<file path="config.mk">
export PLATFORM = sky130hd
export DESIGN_NAME = key_sched_ctrl
export DESIGN_NICKNAME = d
export VERILOG_FILES = /design/src/rtl/aes_pkg.sv /design/src/rtl/round_key_file.sv /design/src/rtl/key_sched_ctrl.sv
export SDC_FILE = /design/constraint.sdc
export NUM_CORES = 2
export LEC_CHECK = 0
export CAP_MARGIN = 5
export CORE_AREA = 2 2 359 361
export CTS_BUF_LIST = sky130_fd_sc_hd__clkbuf_2
export DETAILED_ROUTE_END_ITERATION = 10
export DIE_AREA = 0 0 361 363
export PLACE_DENSITY = 0.85
export SLEW_MARGIN = 10
export SYNTH_ARGS = -nofsm -noshare
export SYNTH_HDL_FRONTEND = slang
export SYNTH_SLANG_ARGS = --single-unit
</file>
<file path="constraint.sdc">
create_clock -name clk -period 2.3 [get_ports clk]
set_input_delay 0.46 -clock clk [delete_from_list [all_inputs] [get_ports clk]]
set_output_delay 0.46 -clock clk [all_outputs]
set_load 0.1 [all_outputs]
</file>
<file path="src/rtl/aes_pkg.sv">
// ---------------------------------------------------------------------------
// aes_pkg
// Shared definitions for the AES-128 key-schedule sequencer:
//   KEY_LEN / WORD_LEN / NUM_ROUNDS  - key, Rcon word and round-count sizes
//   RK_DEPTH / RK_AW                 - round-key file depth and index width
//   RCON                             - rc byte for rounds 1..NUM_ROUNDS
//   ks_state_e                       - sequencer FSM states
//   rcon_word()                      - {rc, 24'h0} for a 1-based round number
// ---------------------------------------------------------------------------
package aes_pkg;

  localparam int KEY_LEN    = 128;
  localparam int WORD_LEN   = 32;
  localparam int NUM_ROUNDS = 10;
  localparam int RK_DEPTH   = NUM_ROUNDS + 1;
  localparam int RK_AW      = 4;

  localparam logic [7:0] RCON [NUM_ROUNDS] = '{
    8'h01, 8'h02, 8'h04, 8'h08, 8'h10,
    8'h20, 8'h40, 8'h80, 8'h1b, 8'h36
  };

  typedef enum logic [1:0] {
    IDLE,
    ISSUE,
    WAIT,
    DONE
  } ks_state_e;

  // Round numbers are 1-based; anything outside 1..NUM_ROUNDS yields zero.
  function automatic logic [WORD_LEN-1:0] rcon_word(input logic [RK_AW-1:0] rnd);
    rcon_word = '0;
    if (rnd >= RK_AW'(1) && rnd <= RK_AW'(NUM_ROUNDS)) begin
      rcon_word = {RCON[rnd - RK_AW'(1)], {(WORD_LEN - 8){1'b0}}};
    end
  endfunction

endpackage

</file>
<file path="src/rtl/round_key_file.sv">
// ---------------------------------------------------------------------------
// round_key_file
// RK_DEPTH x KEY_LEN register file holding round keys 0..NUM_ROUNDS.
//   clk, reset       - rising-edge clock, synchronous active-high clear
//   wr_en/wr_addr/wr_data - synchronous write port
//   rd_addr          - read index; out-of-range indices read as zero
//   rd_key           - registered read data (one-cycle latency)
// A read of an entry in its write cycle returns the old contents.
// ---------------------------------------------------------------------------
module round_key_file
  import aes_pkg::*;
(
  input  logic               clk,
  input  logic               reset,
  input  logic               wr_en,
  input  logic [RK_AW-1:0]   wr_addr,
  input  logic [KEY_LEN-1:0] wr_data,
  input  logic [RK_AW-1:0]   rd_addr,
  output logic [KEY_LEN-1:0] rd_key
);

  logic [KEY_LEN-1:0] rk_q [RK_DEPTH];
  logic [KEY_LEN-1:0] rk_d [RK_DEPTH];
  logic [KEY_LEN-1:0] rd_key_q;
  logic [KEY_LEN-1:0] rd_key_d;

  always_comb begin
    rk_d = rk_q;
    if (wr_en && wr_addr <= RK_AW'(NUM_ROUNDS)) begin
      rk_d[wr_addr] = wr_data;
    end
    // Reading rk_q (not rk_d) gives old-data behaviour on a same-cycle write.
    rd_key_d = '0;
    if (rd_addr <= RK_AW'(NUM_ROUNDS)) begin
      rd_key_d = rk_q[rd_addr];
    end
  end

  always_ff @(posedge clk) begin
    if (reset) begin
      // NOTE: this storage is flop-based and must read zero after reset, so
      // every entry is cleared explicitly; a RAM macro could not do this.
      for (int i = 0; i < RK_DEPTH; i++) begin
        rk_q[i] <= '0;
      end
      rd_key_q <= '0;
    end else begin
      rk_q     <= rk_d;
      rd_key_q <= rd_key_d;
    end
  end

  assign rd_key = rd_key_q;

endmodule

</file>
<file path="src/rtl/key_sched_ctrl.sv">
// ---------------------------------------------------------------------------
// key_sched_ctrl
// AES-128 key-schedule sequencer. On start it stores key_in as round key 0,
// then drives the external single-round GenKey stage NUM_ROUNDS times, each
// time presenting the previous round key and the round's Rcon word, and
// stores every returned key in the round-key file.
//   clk, reset      - rising-edge clock, synchronous active-high reset
//   start, key_in   - begin expansion (accepted only when idle)
//   busy            - expansion in progress (ISSUE/WAIT/DONE)
//   done            - one-cycle pulse when all round keys are stored
//   keys_valid      - level, round-key file complete
//   gk_valid_in, gk_key_in, gk_rcon    - request to GenKey
//   gk_round_key, gk_valid_out         - result from GenKey
//   rd_addr, rd_key - registered round-key read port
// All outputs are registered.
// ---------------------------------------------------------------------------
module key_sched_ctrl
  import aes_pkg::*;
(
  input  logic                clk,
  input  logic                reset,
  input  logic                start,
  input  logic [KEY_LEN-1:0]  key_in,
  output logic                busy,
  output logic                done,
  output logic                keys_valid,
  output logic                gk_valid_in,
  output logic [KEY_LEN-1:0]  gk_key_in,
  output logic [WORD_LEN-1:0] gk_rcon,
  input  logic [KEY_LEN-1:0]  gk_round_key,
  input  logic                gk_valid_out,
  input  logic [RK_AW-1:0]    rd_addr,
  output logic [KEY_LEN-1:0]  rd_key
);

  ks_state_e            state_q, state_d;
  logic [RK_AW-1:0]     round_q, round_d;
  logic                 busy_q, busy_d;
  logic                 done_q, done_d;
  logic                 keys_valid_q, keys_valid_d;
  logic                 gk_valid_in_q, gk_valid_in_d;
  logic [KEY_LEN-1:0]   gk_key_in_q, gk_key_in_d;
  logic [WORD_LEN-1:0]  gk_rcon_q, gk_rcon_d;

  logic                 wr_en;
  logic [RK_AW-1:0]     wr_addr;
  logic [KEY_LEN-1:0]   wr_data;

  always_comb begin
    // NOTE: every signal assigned here gets a default first, so no path
    // leaves one unassigned and no latch is inferred.
    state_d      = state_q;
    round_d      = round_q;
    keys_valid_d = keys_valid_q;
    gk_key_in_d  = gk_key_in_q;
    gk_rcon_d    = gk_rcon_q;
    wr_en        = 1'b0;
    wr_addr      = '0;
    wr_data      = '0;

    unique case (state_q)
      IDLE: begin
        if (start) begin
          wr_en        = 1'b1;
          wr_addr      = '0;
          wr_data      = key_in;
          round_d      = RK_AW'(1);
          keys_valid_d = 1'b0;
          // The previous round key for round 1 is the cipher key itself, so
          // it is presented directly rather than read back from the file.
          gk_key_in_d  = key_in;
          gk_rcon_d    = rcon_word(RK_AW'(1));
          state_d      = ISSUE;
        end
      end
      ISSUE: begin
        state_d = WAIT;
      end
      WAIT: begin
        if (gk_valid_out) begin
          wr_en   = 1'b1;
          wr_addr = round_q;
          wr_data = gk_round_key;
          if (round_q == RK_AW'(NUM_ROUNDS)) begin
            state_d = DONE;
          end else begin
            round_d     = round_q + RK_AW'(1);
            gk_key_in_d = gk_round_key;
            gk_rcon_d   = rcon_word(round_q + RK_AW'(1));
            state_d     = ISSUE;
          end
        end
      end
      DONE: begin
        keys_valid_d = 1'b1;
        state_d      = IDLE;
      end
      default: state_d = IDLE;
    endcase

    // Outputs are decoded from the next state so they line up with it.
    busy_d        = (state_d != IDLE);
    done_d        = (state_d == DONE);
    gk_valid_in_d = (state_d == ISSUE);
  end

  always_ff @(posedge clk) begin
    // NOTE: sequential state uses non-blocking assignments so every flop
    // samples the pre-edge values regardless of statement order.
    if (reset) begin
      state_q       <= IDLE;
      round_q       <= '0;
      busy_q        <= 1'b0;
      done_q        <= 1'b0;
      keys_valid_q  <= 1'b0;
      gk_valid_in_q <= 1'b0;
      gk_key_in_q   <= '0;
      gk_rcon_q     <= '0;
    end else begin
      state_q       <= state_d;
      round_q       <= round_d;
      busy_q        <= busy_d;
      done_q        <= done_d;
      keys_valid_q  <= keys_valid_d;
      gk_valid_in_q <= gk_valid_in_d;
      gk_key_in_q   <= gk_key_in_d;
      gk_rcon_q     <= gk_rcon_d;
    end
  end

  round_key_file u_rk_file (
    .clk     (clk),
    .reset   (reset),
    .wr_en   (wr_en),
    .wr_addr (wr_addr),
    .wr_data (wr_data),
    .rd_addr (rd_addr),
    .rd_key  (rd_key)
  );

  assign busy        = busy_q;
  assign done        = done_q;
  assign keys_valid  = keys_valid_q;
  assign gk_valid_in = gk_valid_in_q;
  assign gk_key_in   = gk_key_in_q;
  assign gk_rcon     = gk_rcon_q;

endmodule

</file>
==> results of run 1 <==
layer usage:
layer  GRT overflow  global-route usage [%]
met5              0                    29.0
met4              6                    51.9
met3              2                    42.7
met2              7                    74.4
met1              3                    59.5
logic make-up after synthesis:
kind of cell	count (synthesis)	share of synthesized area, %
AOI/OAI and AO/OA	1956	21.3
xor gates and xnor gates	2	0.0252
adders and majority gates	5	0.0902
buffers and inverters	888	5.89
DFF	1682	48.5
muxes	513	12.0
other	1	0.00540
and+or+nand+nor	2108	12.1
stage by stage:
| stage | instances | hold WS, ns | worst slack [ns] | utilization (%) | cell area [µm²] |
|---|---|---|---|---|---|
| floorplan | 7178 | 0.475 | 0.0242 | - | 69500 |
| global placement | 9066 | 0.482 | -0.320 | 63.0 | 80000 |
| detailed placement | 9066 | 0.488 | -0.392 | 63.0 | 80000 |
| CTS | 10319 | 0.000189 | -0.758 | 73.1 | 92900 |
what timing repair did:
item                       in CTS
setup endpoints to repair     268
gates resized for setup      1095
buffers inserted               15
pin swaps                       0
hold endpoints to repair     1682
hold buffers                  543
==> summary.json, run 1 <==
{
  "run_status": {"value": "stopped before the end"},
  "stop_stage": {"value": "5_1_grt"},
  "run.stop_error": {"value": "[ERROR GRT-0232] Routing congestion too high. Check the congestion heatmap in the GUI."},
  "grt_util_all_layers": {"value": 58.2, "unit": "%"},
  "synthDistinctLibCells": {"value": 47},
  "grt-ovfl-total": {"value": 18},
  "yosys.area.top_type": {"value": "dfxtp_1"},
  "synth_cells": {"value": 7155},
  "die_w": {"value": 361, "unit": "µm"},
  "synth-async-reset-ratio": {"value": 0, "unit": "%"},
  "clkSinkCount": {"value": 1682},
  "cts.root.buffer_cell": {"value": "clkbuf_2"},
  "portBuffers": {"value": 531},
  "initial_core_util": {"value": 54.6, "unit": "%"},
  "num_rows": {"value": 131},
  "number_of_buffers_inserted_during_clock_tree_synthesis": {"value": 425},
  "grt_start_max_net_pins": {"value": 132},
  "globalplace.congestion": {"value": 0.856},
  "worstEndpointGrtRepair": {"value": "rd_key[118]"},
  "post-synth-top-count-cell": {"value": "dfxtp_1"},
  "ys_dominant_reg_cell": {"value": "dfxtp_1"},
  "top_cells_by_instance_count_after_synthesis": {"value": "1682 x dfxtp_1, 1552 x nor2_1, 1380 x a211oi_1"},
  "synthesis.yosys.warnings": {"value": 0},
  "synth-seq-cells": {"value": 1682},
  "syn_avg_cell_area": {"value": 9.70, "unit": "µm²"},
  "worstEndpointType": {"value": "top-level output"},
  "dp_hpwl": {"value": 136000, "unit": "µm"},
  "synth-seq-area-share": {"value": 48.5, "unit": "%"},
  "ios": {"value": 556},
  "antenna_found_initial": {"value": 62},
  "syn_area": {"value": 69400, "unit": "µm²"},
  "chipHeight": {"value": 363, "unit": "µm"},
  "synth_largest_type_area_fraction": {"value": 48.5, "unit": "%"},
  "cts-htree-levels": {"value": 5},
  "post_synth_main_area_contributors": {"value": "dfxtp_1 49%, a211oi_1 15%, nor2_1 8.4%"},
  "synth_enable_flop_cells": {"value": 0},
  "clock_path_buffers": {"value": 4}
}
==> inputs of run 2 (changes only) <==
--- a/config.mk
+++ b/config.mk
@@ -6,11 +6,10 @@
 export NUM_CORES = 2
 export LEC_CHECK = 0
 export CAP_MARGIN = 5
-export CORE_AREA = 2 2 359 361
-export CTS_BUF_LIST = sky130_fd_sc_hd__clkbuf_2
+export CORE_AREA = 2 2 420 422
 export DETAILED_ROUTE_END_ITERATION = 10
-export DIE_AREA = 0 0 361 363
-export PLACE_DENSITY = 0.85
+export DIE_AREA = 0 0 422 424
+export PLACE_DENSITY_LB_ADDON = 0.15
 export SLEW_MARGIN = 10
 export SYNTH_ARGS = -nofsm -noshare
 export SYNTH_HDL_FRONTEND = slang
==> constraint.sdc (replaced) <==
create_clock -name clk -period 3 [get_ports clk]
set_input_delay 0.6 -clock clk [delete_from_list [all_inputs] [get_ports clk]]
set_output_delay 0.6 -clock clk [all_outputs]
set_load 0.1 [all_outputs]
==> run 2 against run 1 <==
Effect of this change:
- the flow now finishes without violations
- synthesized cell count stayed put
- synthesized area stayed put
==> summary.json, run 2 <==
{
  "syn_avg_cell_area": {"value": 9.70, "unit": "µm²", "change": "unchanged"},
  "final_cell_mix": {"value": "1682 x dfxtp_1, 1546 x nor2_1, 1380 x a211oi_1, 488 x buf_4, 391 x nand2_1"},
  "synth_largest_type_area_fraction": {"value": 48.5, "unit": "%", "change": "unchanged"},
  "yosys.area.top_type": {"value": "dfxtp_1"},
  "number_of_detailed_route_iterations_in_the_first_pass": {"value": 5},
  "clock_path_buffers": {"value": 3, "change": "-1"},
  "synth_enable_flop_cells": {"value": 0, "change": "unchanged"},
  "postRouteAntennaNets": {"value": 0},
  "synth-async-reset-ratio": {"value": 0, "unit": "%", "change": "unchanged"},
  "synth-seq-cells": {"value": 1682, "change": "unchanged"},
  "max_cap_violations": {"value": 0},
  "place_area": {"value": 78100, "unit": "µm²", "change": "-2.4%"},
  "critPathMostFrequentCell": {"value": "buf_12"},
  "period_needed": {"value": 2.52, "unit": "ns"},
  "detail_route.drc_violations": {"value": 0},
  "syn_area": {"value": 69400, "unit": "µm²", "change": "unchanged"},
  "critical_path.endpoint_type": {"value": "flop"},
  "crit_chain": {"value": "inv_1 > ha_1 > nand3b_1 > a31oi_1 > nor2_4 > buf_12 > buf_12 > nor2_1 > a311oi_1"},
  "synthesis.yosys.warnings": {"value": 0, "change": "unchanged"},
  "post-synth-top-count-cell": {"value": "dfxtp_1"},
  "number_of_resized_instances_in_the_post_cts_repair_step": {"value": 0, "change": "-100%"},
  "tritoncts": {"value": "built"},
  "portBuffers": {"value": 531, "change": "unchanged"},
  "floorplan.die_area": {"value": 179000, "unit": "µm²"},
  "post_drt_via_cell_ratio": {"value": 5.51},
  "drt-wirelength-per-cell": {"value": 22.2, "unit": "µm"},
  "globalplace.congestion": {"value": 0.842, "change": "-1.7%"},
  "finalNetCount": {"value": 7666},
  "p_leak": {"value": 28.5, "unit": "nW"},
  "max_freq": {"value": 397, "unit": "MHz"},
  "final_layout_size_suffix_gt1_share": {"value": 16.7, "unit": "%"},
  "clk_latency": {"value": 0.82, "unit": "ns"},
  "largest_register_ffs": {"value": 1408},
  "synth-seq-area-share": {"value": 48.5, "unit": "%", "change": "unchanged"},
  "cts-htree-levels": {"value": 4, "change": "-1"},
  "chipHeight": {"value": 424, "unit": "µm", "change": "+17%"},
  "start_kind": {"value": "flop"},
  "synthDistinctLibCells": {"value": 47, "change": "unchanged"},
  "via_count_of_the_first_global_routing_pass": {"value": 53288},
  "ctsHoldBuffers": {"value": 0, "change": "-100%"},
  "dp_hpwl": {"value": 143000, "unit": "µm", "change": "+5.3%"},
  "path_max_fanout": {"value": 28},
  "ys_dominant_reg_cell": {"value": "dfxtp_1"},
  "fin_crit_share": {"value": 84.0, "unit": "%"},
  "die_w": {"value": 422, "unit": "µm", "change": "+17%"},
  "cts.root.buffer_cell": {"value": "clkbuf_16"},
  "fin_worst_skew": {"value": 0.0270, "unit": "ns"},
  "slew_headroom": {"value": 21.9, "unit": "%"},
  "grt-ovfl-total": {"value": 0},
  "setup_repair_after_global_routing_missed_its_margin": {"value": "false"},
  "timing.final.hold_violations": {"value": 0},
  "routed_wirelength": {"value": 220000, "unit": "µm"},
  "run_status": {"value": "finished, final reports clean"},
  "mostFrequentLayoutCell": {"value": "dfxtp_1"},
  "num_rows": {"value": 154, "change": "+18%"},
  "grt_start_max_net_pins": {"value": 113},
  "max_stage_delay_on_crit_path": {"value": 0.33, "unit": "ns"},
  "worst-endpoint-required": {"value": 3.71, "unit": "ns"},
  "dr_total_vias": {"value": 54515},
  "crit_path_top_delay_cell": {"value": "dfxtp_1"},
  "clock_input_transition_at_the_sequential_cells_of_the_worst_setup_and_hold_paths": {"value": 0.06, "unit": "ns"},
  "areaGrowthSynthToFinish": {"value": 21.4, "unit": "%"},
  "grt_util_all_layers": {"value": 24.0, "unit": "%"},
  "nFillCells": {"value": 16419},
  "slew_viols_final": {"value": 0},
  "postLayoutSetupSlackWorst": {"value": 0.481, "unit": "ns"},
  "ios": {"value": 556, "change": "unchanged"},
  "post_cts_setup_repair_buffer_count": {"value": 0, "change": "-15"},
  "clkSinkCount": {"value": 1682, "change": "unchanged"},
  "top_register": {"value": "u_rk_file.rk_q"},
  "drt_first_iter_violations": {"value": 3783},
  "post_synth_main_area_contributors": {"value": "dfxtp_1 49%, a211oi_1 15%, nor2_1 8.4%"},
  "setup_viol_count_final": {"value": 0},
  "irDropWorstVdd": {"value": 0.511, "unit": "mV"},
  "max_slew.worst_pin.slew": {"value": 1.17, "unit": "ns"},
  "worst-r2r-setup-slack": {"value": 0.48, "unit": "ns"},
  "core_area": {"value": 175000, "unit": "µm²"},
  "timing_worst_setup_path_type": {"value": "reg2reg"},
  "initial_core_util": {"value": 39.7, "unit": "%", "change": "-15 points"},
  "post-layout-total-power": {"value": 52.1, "unit": "mW"},
  "top_cells_by_instance_count_after_synthesis": {"value": "1682 x dfxtp_1, 1552 x nor2_1, 1380 x a211oi_1"},
  "powerDensity": {"value": 618, "unit": "nW/µm²"},
  "hold_path.class": {"value": "in2reg"},
  "crit_arrival": {"value": 3.23, "unit": "ns"},
  "synth_cells": {"value": 7155, "change": "unchanged"},
  "grt_pass1_wl": {"value": 337000, "unit": "µm"},
  "final_design_area_no_fill": {"value": 84200, "unit": "µm²"},
  "number_of_buffers_inserted_during_clock_tree_synthesis": {"value": 183, "change": "-57%"},
  "preCtsSetupSlack": {"value": -0.0521, "unit": "ns", "change": "+0.340 ns"},
  "antenna_found_initial": {"value": 8}
}
[run 2: cell counts after synthesis]
No cell type changed its count.
[run 2: worst paths after layout]
path                                   from       endpoint  cells past startpoint
worst max-delay path             round_q[0]  gk_key_in[99]                      9
worst min-delay path                  reset     round_q[3]                      2
worst max register to register   round_q[0]  gk_key_in[99]                      9
worst min register to register  gk_rcon[27]    gk_rcon[27]                      2
[run 2: routing by layer]
layer	vias to the layer above	wire [µm]	track usage, %
met5	-	11	0
met4	2	6300	7.61
met3	322	8550	3.03
met2	1192	106000	40.0
met1	26525	98300	32.2
li1	26474	-	-
[run 2: stage by stage]
stage | util (%) | cells | TNS [ns] | hold slack (ns)
detailed placement | 44.6 | 9552 | -1.07 | 0.450
floorplan | - | 7178 | 0 | 0.475
finish | 48.2 | 9893 | 0 | 0.295
CTS | 48.1 | 9890 | 0 | 0.241
global placement | 44.6 | 9552 | 0 | 0.449
global route | 48.1 | 9890 | 0 | 0.290
[run 2: cell type report]
| class | instances | area [µm²] | area share [%] |
|---|---|---|---|
| diodes | 3 | 7.51 | 0.00891 |
| clock buffers | 273 | 5420 | 6.44 |
| clock inverters | 65 | 734 | 0.872 |
| inverters | 6 | 22.5 | 0.0267 |
| multi-input cells | 4608 | 31800 | 37.8 |
| flip-flops and latches | 1682 | 33700 | 40.0 |
| well taps | 2340 | 2930 | 3.48 |
| repair buffers | 916 | 9620 | 11.4 |
[run 2: where the power goes]
| group | switching [mW] | leakage (nW) | total [mW] | internal (mW) |
|---|---|---|---|---|
| clock network | 9.40 | 3.04 | 23.0 | 13.6 |
| logic | 4.31 | 11.9 | 6.11 | 1.80 |
| registers | 0.228 | 13.6 | 23.0 | 22.8 |
[run 2: critical path, delay by kind of cell, from the launching register on]
family,cells,cell delay [ns]
and+or+nand+nor,3,0.70
AOI/OAI and AO/OA,2,0.47
DFF,1,0.33
buffers and inverters,3,0.62
adders and majority gates,1,0.29
[run 2: cells by family (layout without fill, tap and decap cells)]
kind of cell / after synthesis / in the layout / synth area share, %
AOI/OAI and AO/OA: 1956 / 1956 / 21.3
xor gates and xnor gates: 2 / 2 / 0.0252
adders and majority gates: 5 / 5 / 0.0902
buffers and inverters: 888 / 1260 / 5.89
DFF: 1682 / 1682 / 48.5
muxes: 513 / 513 / 12.0
other: 1 / 27 / 0.00540
and+or+nand+nor: 2108 / 2108 / 12.1
No activity file was read; power rests on OpenSTA's default activity.
